`src/rtl/cmp_result_filter_if.sv`:
```
// Purpose : Bundles the sample strobe, comparator flags, clear and all result
//           outputs of cmp_result_filter into one interface.
// Modports: master - drives in_valid/less/equal/greater/clr, observes results
//           slave  - the filter itself: consumes inputs, drives results
interface cmp_result_filter_if #(
    parameter int CNT_W = 8
) ();
    logic             in_valid;
    logic             less;
    logic             equal;
    logic             greater;
    logic             clr;
    logic             res_less;
    logic             res_equal;
    logic             res_greater;
    logic             res_valid;
    logic             chg_pulse;
    logic [CNT_W-1:0] chg_count;
    logic             err;

    modport master (
        output in_valid, less, equal, greater, clr,
        input  res_less, res_equal, res_greater, res_valid,
        input  chg_pulse, chg_count, err
    );

    modport slave (
        input  in_valid, less, equal, greater, clr,
        output res_less, res_equal, res_greater, res_valid,
        output chg_pulse, chg_count, err
    );
endinterface

```
`src/rtl/cmp_result_filter.sv`:
```
// Purpose : Debounce stage behind a 4-bit magnitude comparator. A result is
//           committed only after STABLE_CNT consecutive identical legal samples;
//           the committed result is reported one-hot, every change is pulsed
//           and counted (saturating), and non-one-hot flag sets raise a sticky
//           error.
// Ports   : clk   - rising-edge clock
//           rst_n - asynchronous active-low reset
//           bus   - cmp_result_filter_if.slave
//                   in : in_valid, less, equal, greater, clr
//                   out: res_less, res_equal, res_greater, res_valid,
//                        chg_pulse, chg_count[CNT_W-1:0], err
module cmp_result_filter #(
    parameter int STABLE_CNT = 4,
    parameter int CNT_W      = 8
) (
    input  logic                 clk,
    input  logic                 rst_n,
    cmp_result_filter_if.slave   bus
);
    localparam int               RUN_W   = $clog2(STABLE_CNT + 1);
    localparam logic [RUN_W-1:0] RUN_MAX = RUN_W'(STABLE_CNT);
    localparam logic [RUN_W-1:0] RUN_ONE = RUN_W'(1);
    localparam logic [CNT_W-1:0] CNT_MAX = '1;
    localparam logic [CNT_W-1:0] CNT_ONE = CNT_W'(1);

    typedef enum logic [1:0] {ST_INIT, ST_LT, ST_EQ, ST_GT} state_t;
    // Same encoding as state_t so a candidate maps directly onto a state.
    typedef enum logic [1:0] {CODE_NONE, CODE_LT, CODE_EQ, CODE_GT} code_t;

    state_t           r_state;
    state_t           w_state_n;
    code_t            r_cand;
    code_t            w_cand_n;
    code_t            w_code;
    logic [RUN_W-1:0] r_run;
    logic [RUN_W-1:0] w_run_n;
    logic             w_legal;
    logic             w_illegal;
    logic             w_reach;
    logic             w_commit;

    logic             r_res_less;
    logic             r_res_equal;
    logic             r_res_greater;
    logic             r_res_valid;
    logic             r_chg_pulse;
    logic [CNT_W-1:0] r_chg_count;
    logic             r_err;

    // Flag decode: anything other than exactly one flag is NONE.
    always_comb begin
        w_code = CODE_NONE;
        unique case ({bus.less, bus.equal, bus.greater})
            3'b100:  w_code = CODE_LT;
            3'b010:  w_code = CODE_EQ;
            3'b001:  w_code = CODE_GT;
            default: w_code = CODE_NONE;
        endcase
    end

    assign w_legal   = bus.in_valid && (w_code != CODE_NONE);
    assign w_illegal = bus.in_valid && (w_code == CODE_NONE);

    // Candidate/run tracking. w_reach fires only on the sample that brings the
    // run up to STABLE_CNT; a run already saturated never re-triggers.
    always_comb begin
        w_cand_n = r_cand;
        w_run_n  = r_run;
        w_reach  = 1'b0;
        if (w_legal) begin
            if (w_code == r_cand) begin
                if (r_run != RUN_MAX) begin
                    w_run_n = r_run + RUN_ONE;
                    w_reach = (w_run_n == RUN_MAX);
                end
            end else begin
                w_cand_n = w_code;
                w_run_n  = RUN_ONE;
                w_reach  = (RUN_ONE == RUN_MAX);
            end
        end else if (w_illegal) begin
            w_cand_n = CODE_NONE;
            w_run_n  = '0;
        end
    end

    assign w_commit = w_reach && (2'(w_cand_n) != 2'(r_state));

    // Next-state logic of the result FSM.
    always_comb begin
        w_state_n = r_state;
        if (w_commit) begin
            w_state_n = state_t'(2'(w_cand_n));
        end
    end

    always_ff @(posedge clk or negedge rst_n) begin
        if (!rst_n) begin
            r_state <= ST_INIT;
        end else begin
            r_state <= w_state_n;
        end
    end

    always_ff @(posedge clk or negedge rst_n) begin
        if (!rst_n) begin
            r_cand <= CODE_NONE;
            r_run  <= '0;
        end else begin
            r_cand <= w_cand_n;
            r_run  <= w_run_n;
        end
    end

    // Result flags are registered from the next state so they change in the
    // same cycle as r_state, without a combinational decode on the outputs.
    always_ff @(posedge clk or negedge rst_n) begin
        if (!rst_n) begin
            r_res_less    <= 1'b0;
            r_res_equal   <= 1'b0;
            r_res_greater <= 1'b0;
            r_res_valid   <= 1'b0;
            r_chg_pulse   <= 1'b0;
        end else begin
            r_res_less    <= (w_state_n == ST_LT);
            r_res_equal   <= (w_state_n == ST_EQ);
            r_res_greater <= (w_state_n == ST_GT);
            r_res_valid   <= (w_state_n != ST_INIT);
            r_chg_pulse   <= w_commit;
        end
    end

    // Only changes of an existing result are counted; clear takes priority.
    always_ff @(posedge clk or negedge rst_n) begin
        if (!rst_n) begin
            r_chg_count <= '0;
            r_err       <= 1'b0;
        end else if (bus.clr) begin
            r_chg_count <= '0;
            r_err       <= 1'b0;
        end else begin
            if (w_commit && (r_state != ST_INIT) && (r_chg_count != CNT_MAX)) begin
                r_chg_count <= r_chg_count + CNT_ONE;
            end
            if (w_illegal) begin
                r_err <= 1'b1;
            end
        end
    end

    assign bus.res_less    = r_res_less;
    assign bus.res_equal   = r_res_equal;
    assign bus.res_greater = r_res_greater;
    assign bus.res_valid   = r_res_valid;
    assign bus.chg_pulse   = r_chg_pulse;
    assign bus.chg_count   = r_chg_count;
    assign bus.err         = r_err;
endmodule
```
`src/flat_wrapper.sv`:
```
// flat-port wrapper written by rule: the top's interface ports become plain ports
module cmp_result_filter_flat 
#(
    parameter int STABLE_CNT = 4,
    parameter int CNT_W      = 8
)
  (clk, rst_n, bus_in_valid, bus_less, bus_equal, bus_greater, bus_clr, bus_res_less, bus_res_equal, bus_res_greater, bus_res_valid, bus_chg_pulse, bus_chg_count, bus_err);
  cmp_result_filter_if #(.CNT_W(CNT_W)) bus_i ();
  input  logic clk;
  input  logic rst_n;
  input wire logic [$bits(bus_i.in_valid)-1:0] bus_in_valid;
  input wire logic [$bits(bus_i.less)-1:0] bus_less;
  input wire logic [$bits(bus_i.equal)-1:0] bus_equal;
  input wire logic [$bits(bus_i.greater)-1:0] bus_greater;
  input wire logic [$bits(bus_i.clr)-1:0] bus_clr;
  output wire logic [$bits(bus_i.res_less)-1:0] bus_res_less;
  output wire logic [$bits(bus_i.res_equal)-1:0] bus_res_equal;
  output wire logic [$bits(bus_i.res_greater)-1:0] bus_res_greater;
  output wire logic [$bits(bus_i.res_valid)-1:0] bus_res_valid;
  output wire logic [$bits(bus_i.chg_pulse)-1:0] bus_chg_pulse;
  output wire logic [$bits(bus_i.chg_count)-1:0] bus_chg_count;
  output wire logic [$bits(bus_i.err)-1:0] bus_err;
  assign bus_i.in_valid = bus_in_valid;
  assign bus_i.less = bus_less;
  assign bus_i.equal = bus_equal;
  assign bus_i.greater = bus_greater;
  assign bus_i.clr = bus_clr;
  assign bus_res_less = bus_i.res_less;
  assign bus_res_equal = bus_i.res_equal;
  assign bus_res_greater = bus_i.res_greater;
  assign bus_res_valid = bus_i.res_valid;
  assign bus_chg_pulse = bus_i.chg_pulse;
  assign bus_chg_count = bus_i.chg_count;
  assign bus_err = bus_i.err;
  cmp_result_filter #(.STABLE_CNT(STABLE_CNT), .CNT_W(CNT_W)) u_core (.clk(clk), .rst_n(rst_n), .bus(bus_i));
endmodule
```
`config.mk`:
```
export PLATFORM = sky130hd
export DESIGN_NAME = cmp_result_filter_flat
export DESIGN_NICKNAME = d
export VERILOG_FILES = /design/src/rtl/cmp_result_filter_if.sv /design/src/rtl/cmp_result_filter.sv /design/src/flat_wrapper.sv
export SDC_FILE = /design/constraint.sdc
export NUM_CORES = 1
export LEC_CHECK = 0
export ABC_AREA = 1
export ABC_CLOCK_PERIOD_IN_PS = 1800
export CAP_MARGIN = 5
export CORE_UTILIZATION = 45
export DETAILED_ROUTE_END_ITERATION = 7
export GPL_TIMING_DRIVEN = 0
export PLACE_DENSITY = 0.7
export SLEW_MARGIN = 20
export SYNTH_ARGS = -nofsm -noshare
export SYNTH_HDL_FRONTEND = slang
export SYNTH_SLANG_ARGS = --single-unit
```
`constraint.sdc`:
```
create_clock -name clk -period 1.8 [get_ports clk]
set_input_delay 0.18 -clock clk [delete_from_list [all_inputs] [get_ports clk]]
set_output_delay 0.18 -clock clk [all_outputs]
set_load 0.1 [all_outputs]
```
# == Word level (Yosys, flattened, before mapping) ==
# Cells that the tools add are included.
# totals
reg_bits,21
in_bits,7
out_inout_bits,14
elab_cells,53
# op_classes
add_sub_neg,2
n_eq_ne,12
n_mux,16
n_reduce_logical,13
# ops
operator,n
8-bit two-way mux,2
3-bit two-way mux,4
2-bit nonzero test,6
"8-bit by 1-bit adder with 8-bit output, second input constant",1
2-bit two-way mux,4
"8-bit inequality test, second input constant",1
"3-bit equality test, second input constant",2
"3-bit inequality test, second input constant",2
2-bit one-hot mux with 3 select lines,1
1-bit logical AND,5
1-bit two-way mux,5
"2-bit equality test, second input constant",2
"3-bit by 1-bit adder with 3-bit output, second input constant",1
"3-bit by 1-bit equality test with 1-bit output, second input constant",1
"3-bit by 2-bit equality test with 1-bit output, second input constant",1
"2-bit by 1-bit equality test with 1-bit output, second input constant",1
2-bit equality test,1
2-bit logical NOT,1
2-bit inequality test,1
2-bit AND reduction,1

# == Logic depth before layout (Yosys ltp) ==
# logic_depth
ltp_word,12
ltp_mapped,11

# == Least setup slack after synthesis ==
# Ideal clock, no wire load.
# synth_path
path_type,register to register
start,"reg u_core.r_chg_count[0], in the netlist u_core.bus.chg_count[0]"
end,"reg u_core.r_chg_count[0], in the netlist u_core.bus.chg_count[0]"
setup_time_ns,0.121
t_arrival_ns,2.027
t_required_ns,1.679
setup_slack_ns,-0.348
path_stages_with_launch,9
path_buffers,0
period_less_slack_ns,2.148
cell_sequence,dfrtp_1 ha_1 nand2_1 nor2_1 a31oi_1 nand3_4 nand2_4 nand2_1 nand2_1
# synth_between
elab_chain_len,3
elab_cells_between_ends,6
classes_between,add/sub (1); eq/ne (1); mux (2); reduce/logical (2)
# synth_lines
element,line_no,text
from (decl),cmp_result_filter.sv:47,logic [CNT_W-1:0] r_chg_count;
from (signal assigned),cmp_result_filter.sv:143,r_chg_count <= r_chg_count + CNT_ONE;
8-bit by 1-bit adder with 8-bit output or 8-bit inequality test (tied branches),"cmp_result_filter.sv:143, cmp_result_filter.sv:142",
8-bit two-way mux or 1-bit logical AND (tied branches),cmp_result_filter.sv:142,if (w_commit && (r_state != ST_INIT) && (r_chg_count != CNT_MAX)) begin
8-bit two-way mux or 2-bit nonzero test (tied branches),n/a,
# Parallel ways exist; a longest one is shown, timed or not. The select of a mux whose other input is x is not followed.
# A chain may end at the register's enable or synchronous reset.

# == Worst setup path in the final report ==
# layout_path
start,"reg u_core.r_chg_count[7], in the netlist u_core.bus.chg_count[7]"
end,out bus_chg_count[7]
# layout_rtl
element,line_no,text
to (decl),flat_wrapper.sv:21,output wire logic [$bits(bus_i.chg_count)-1:0] bus_chg_count;
# No word-level cell between the ends.

==> impl_results.md <==
- Status: completed
- Tmin final: approximately 1.8 ns
- Pin count of the biggest net entering global routing: 22
- Critical path peak fanout: 4
- First drt pass iteration count: 4
- Core Area: 2500 um2
- Post-synthesis cell type count: 26
- Total CTS buffers: 3
- Worst slew pin tran: 0.9594 ns
- Final hold vios: 0
- Register area share after synthesis: 0.4380
- Final wirelength: roughly 2500 um
- Clock root cell: clkbuf_4
- Vias in the first global route: 973
- Syn Area/Cell: 7.894 um2
- Switching Share: 0.4282
- Routability-driven placement congestion ratio: 0.7512
- Pre-CTS setup slack: -0.09988 ns
- WS Path Type: reg2out
- Post-synth top flop: dfrtp_1
- WL per Instance: 12.08 um
- Pwr per Cell Area: 839.1 nW/um2
- Post-DP HPWL: 1851 um
- LEAKAGE: 0.7606 nW
- CP arrival: 1.57 ns
- Most common cell in the netlist: nand2_1
- # hold bufs at CTS: 0
- Post-synthesis async set-or-reset flop share: 1.000
- Slowest-stage cell, CP: clkdlybuf4s15_1
- Placed cells: around 200
- Netlist Area Pre-Place: 1200 um2
- Setup tns final: 0 ns
- # Post-CTS Setup Buffers: 0
- Non-filler cells, final: a little over 200
- I/O pins: 21
- Synthesized net count: 163
- Layout area overhead: 20.65%
- Min-delay worst type: in2reg
- # H-tree levels: 1
- Final Max Tran Viols: 0
- CTS sink count: 21
- Detailed-route via count: between 1,000 and 1,500
- GR Util All Layers: 0.1933
- Final hold slack: 0.3485 ns
- Die height: 53.64 um
- Fill count: around 250
- Combinational power share: 0.358
- Skew-Pair Late Insertion Delay: 0.30 ns
- Delay-heaviest family, CP: buffers and inverters
- Commonest cells in the netlist: nand2_1 (44), dfrtp_1 (21), inv_1 (16)
- Worst setup margin: between 0.04 and 0.05 ns
- Die W: 53.64 um
- RSZ-0062 raised after global routing: false
- CP cell instances: clkdlybuf4s15_1
- Design Area, Final: 1448 um2
- Register share of total power: 0.457
- GRT overflow: 0
- Reg clk slew, reported paths: about 0.12 ns
- Fin crit share: 0.9750
- Post-DR vias/cell: just over 5
- Antenna Nets Post-Route: 0
- Internal Dissipation: 0.6946 mW
- Std cell rows: 18
- Clock power frac: 0.185
- Layout cells sized above 1: 0.1600
- Yosys warnings: 0
- Critical path's largest stage delay: 0.84 ns
- Seq cells post-synth: 21
- Synth area leader: dfrtp_1
- CTS tree: yes
- Die area: 2877 um2
- Number of port buffers: 19
- DRC: 0
- 1st-iter DRT viols: 16
- Largest cells by area after synthesis: dfrtp_1 (44%), nand2_1 (14%), nand3_1 (5.8%), inv_1 (5.0%), nor2_1 (4.4%)
- Initial antenna violation count: 0
- P_sw: 0.5201 mW
- Final setup fails: 0
- Starting Density: 0.4800
- Yosys top cell area share: 0.4380
- Rel. slew slack: 0.3629
- Max Freq: 0.5698 GHz
- Final Skew: 0.004558 ns
- Critical Path End Type: primary output
- Peak supply drop: 0.6088 mV
- CP Launch Type: flop
- Clock buffer depth: 2
- DP Area: 1440 um2
- Nets: roughly 190
- Antenna cells: 0
- Max cap viols: 0
- First-pass GRT wire length: about 4000 um
- Number of synthesized flops with an enable pin: 0
- Mapped Cells: 152
- Bufs and invs on worst path: 1
- Worst endpoint required time: ~1.6 ns
timing repair:
action / CTS / global route
gates resized for setup: 16 / 6
endpoints found under the setup margin: 14 / 11
pin swaps: 0 / 2
worst paths after layout:
| check | from | to | slack, ns | cells after the start |
|---|---|---|---|---|
| worst max-delay path | u_core.bus.chg_count[7]$_DFFE_PN0P_ | bus_chg_count[7] | 0.05 | 1 |
| worst min-delay path | bus_clr | u_core.bus.chg_count[5]$_DFFE_PN0P_ | 0.35 | 4 |
| worst max register to register | u_core.r_run[0]$_DFFE_PN0P_ | u_core.bus.chg_count[4]$_DFFE_PN0P_ | 0.16 | 10 |
| worst min register to register | u_core.bus.err$_DFFE_PN0P_ | u_core.bus.err$_DFFE_PN0P_ | 0.53 | 1 |
| max in group asynchronous | rst_n | u_core.bus.chg_count[0]$_DFFE_PN0P_ | 0.79 | 1 |
| min in group asynchronous | rst_n | u_core.bus.chg_count[7]$_DFFE_PN0P_ | 0.37 | 1 |
layout by cell type, fill, tap and decap left out, types with 3 or more instances in the layout:
cell type / count
dfrtp_1: 15
inv_2: 5
dfrtp_2: 4
clkdlybuf4s15_1: 4
nand3_1: 14
xor2_1: 4
nand2_1: 44
nand2_2: 3
ha_1: 4
o21ai_0: 4
clkbuf_4: 3
nor2_1: 14
inv_1: 16
clkdlybuf4s50_1: 5
nand4_1: 5
dlygate4sd2_1: 8
final cells by class:
| class | count | area [um2] | area share |
|---|---|---|---|
| multi-input combinational | 108 | 588.1 | 0.4062 |
| timing repair buffer | 19 | 170.2 | 0.1175 |
| inverter | 22 | 82.58 | 0.05704 |
| buffer | 1 | 3.754 | 0.002593 |
| sequential | 21 | 538.0 | 0.3717 |
| clock buffer | 3 | 22.52 | 0.01556 |
| clock inverter | 1 | 5.005 | 0.003457 |
| tap | 30 | 37.54 | 0.02593 |
flip-flops by register name (all words and copies together) (netlist names):
name	cells
u_core.bus.err	1
u_core.r_state	2
u_core.bus.res_valid	1
u_core.bus.res_greater	1
u_core.bus.res_less	1
u_core.bus.res_equal	1
u_core.bus.chg_count	8
u_core.r_cand	2
u_core.bus.chg_pulse	1
u_core.r_run	3
power groups by stage:
stage	clock network, mW	registers [mW]	logic (mW)
global placement	0	0.562	0.451
finish	0.225	0.555	0.435
CTS	0.232	0.555	0.440
floorplan	0	0.771	0.135
detailed placement	0	0.565	0.459
global route	0.251	0.561	0.467
worst register-to-register path, delay by kind of cell (launching register included):
kind	cells	cell delay, ns
AND/OR/NAND/NOR	7	0.85
flip-flops	1	0.38
adder cells (fa/ha/maj)	2	0.30
buffers and inverters	1	0.05
stage by stage:
stage	total power [mW]	utilization
after global placement	1.013	0.5761
after CTS	1.228	0.5811
after detailed placement	1.024	0.5761
after floorplan	0.9061	-
after global routing	1.279	0.5791
final	1.215	0.5791
metal layers:
layer / wire [um] / global-route usage / up-vias
met5: 0 / 0 / -
met4: 25 / 0.06579 / 0
met3: 64 / 0.02825 / 2
met2: 1219 / 0.3708 / 20
met1: 1167 / 0.2139 / 486
li1: - / - / 532
cells by family (layout without fill, tap and decap cells):
kind of cell,after synthesis,in the layout,share of synthesized area
compound gates,10,10,0.05110
fa+ha+maj,4,4,0.04171
flops,21,21,0.4380
buf+inv,23,46,0.07195
simple gates,89,89,0.3608
xor+xnor,5,5,0.03649
No activity file was read; power rests on OpenSTA's default activity.
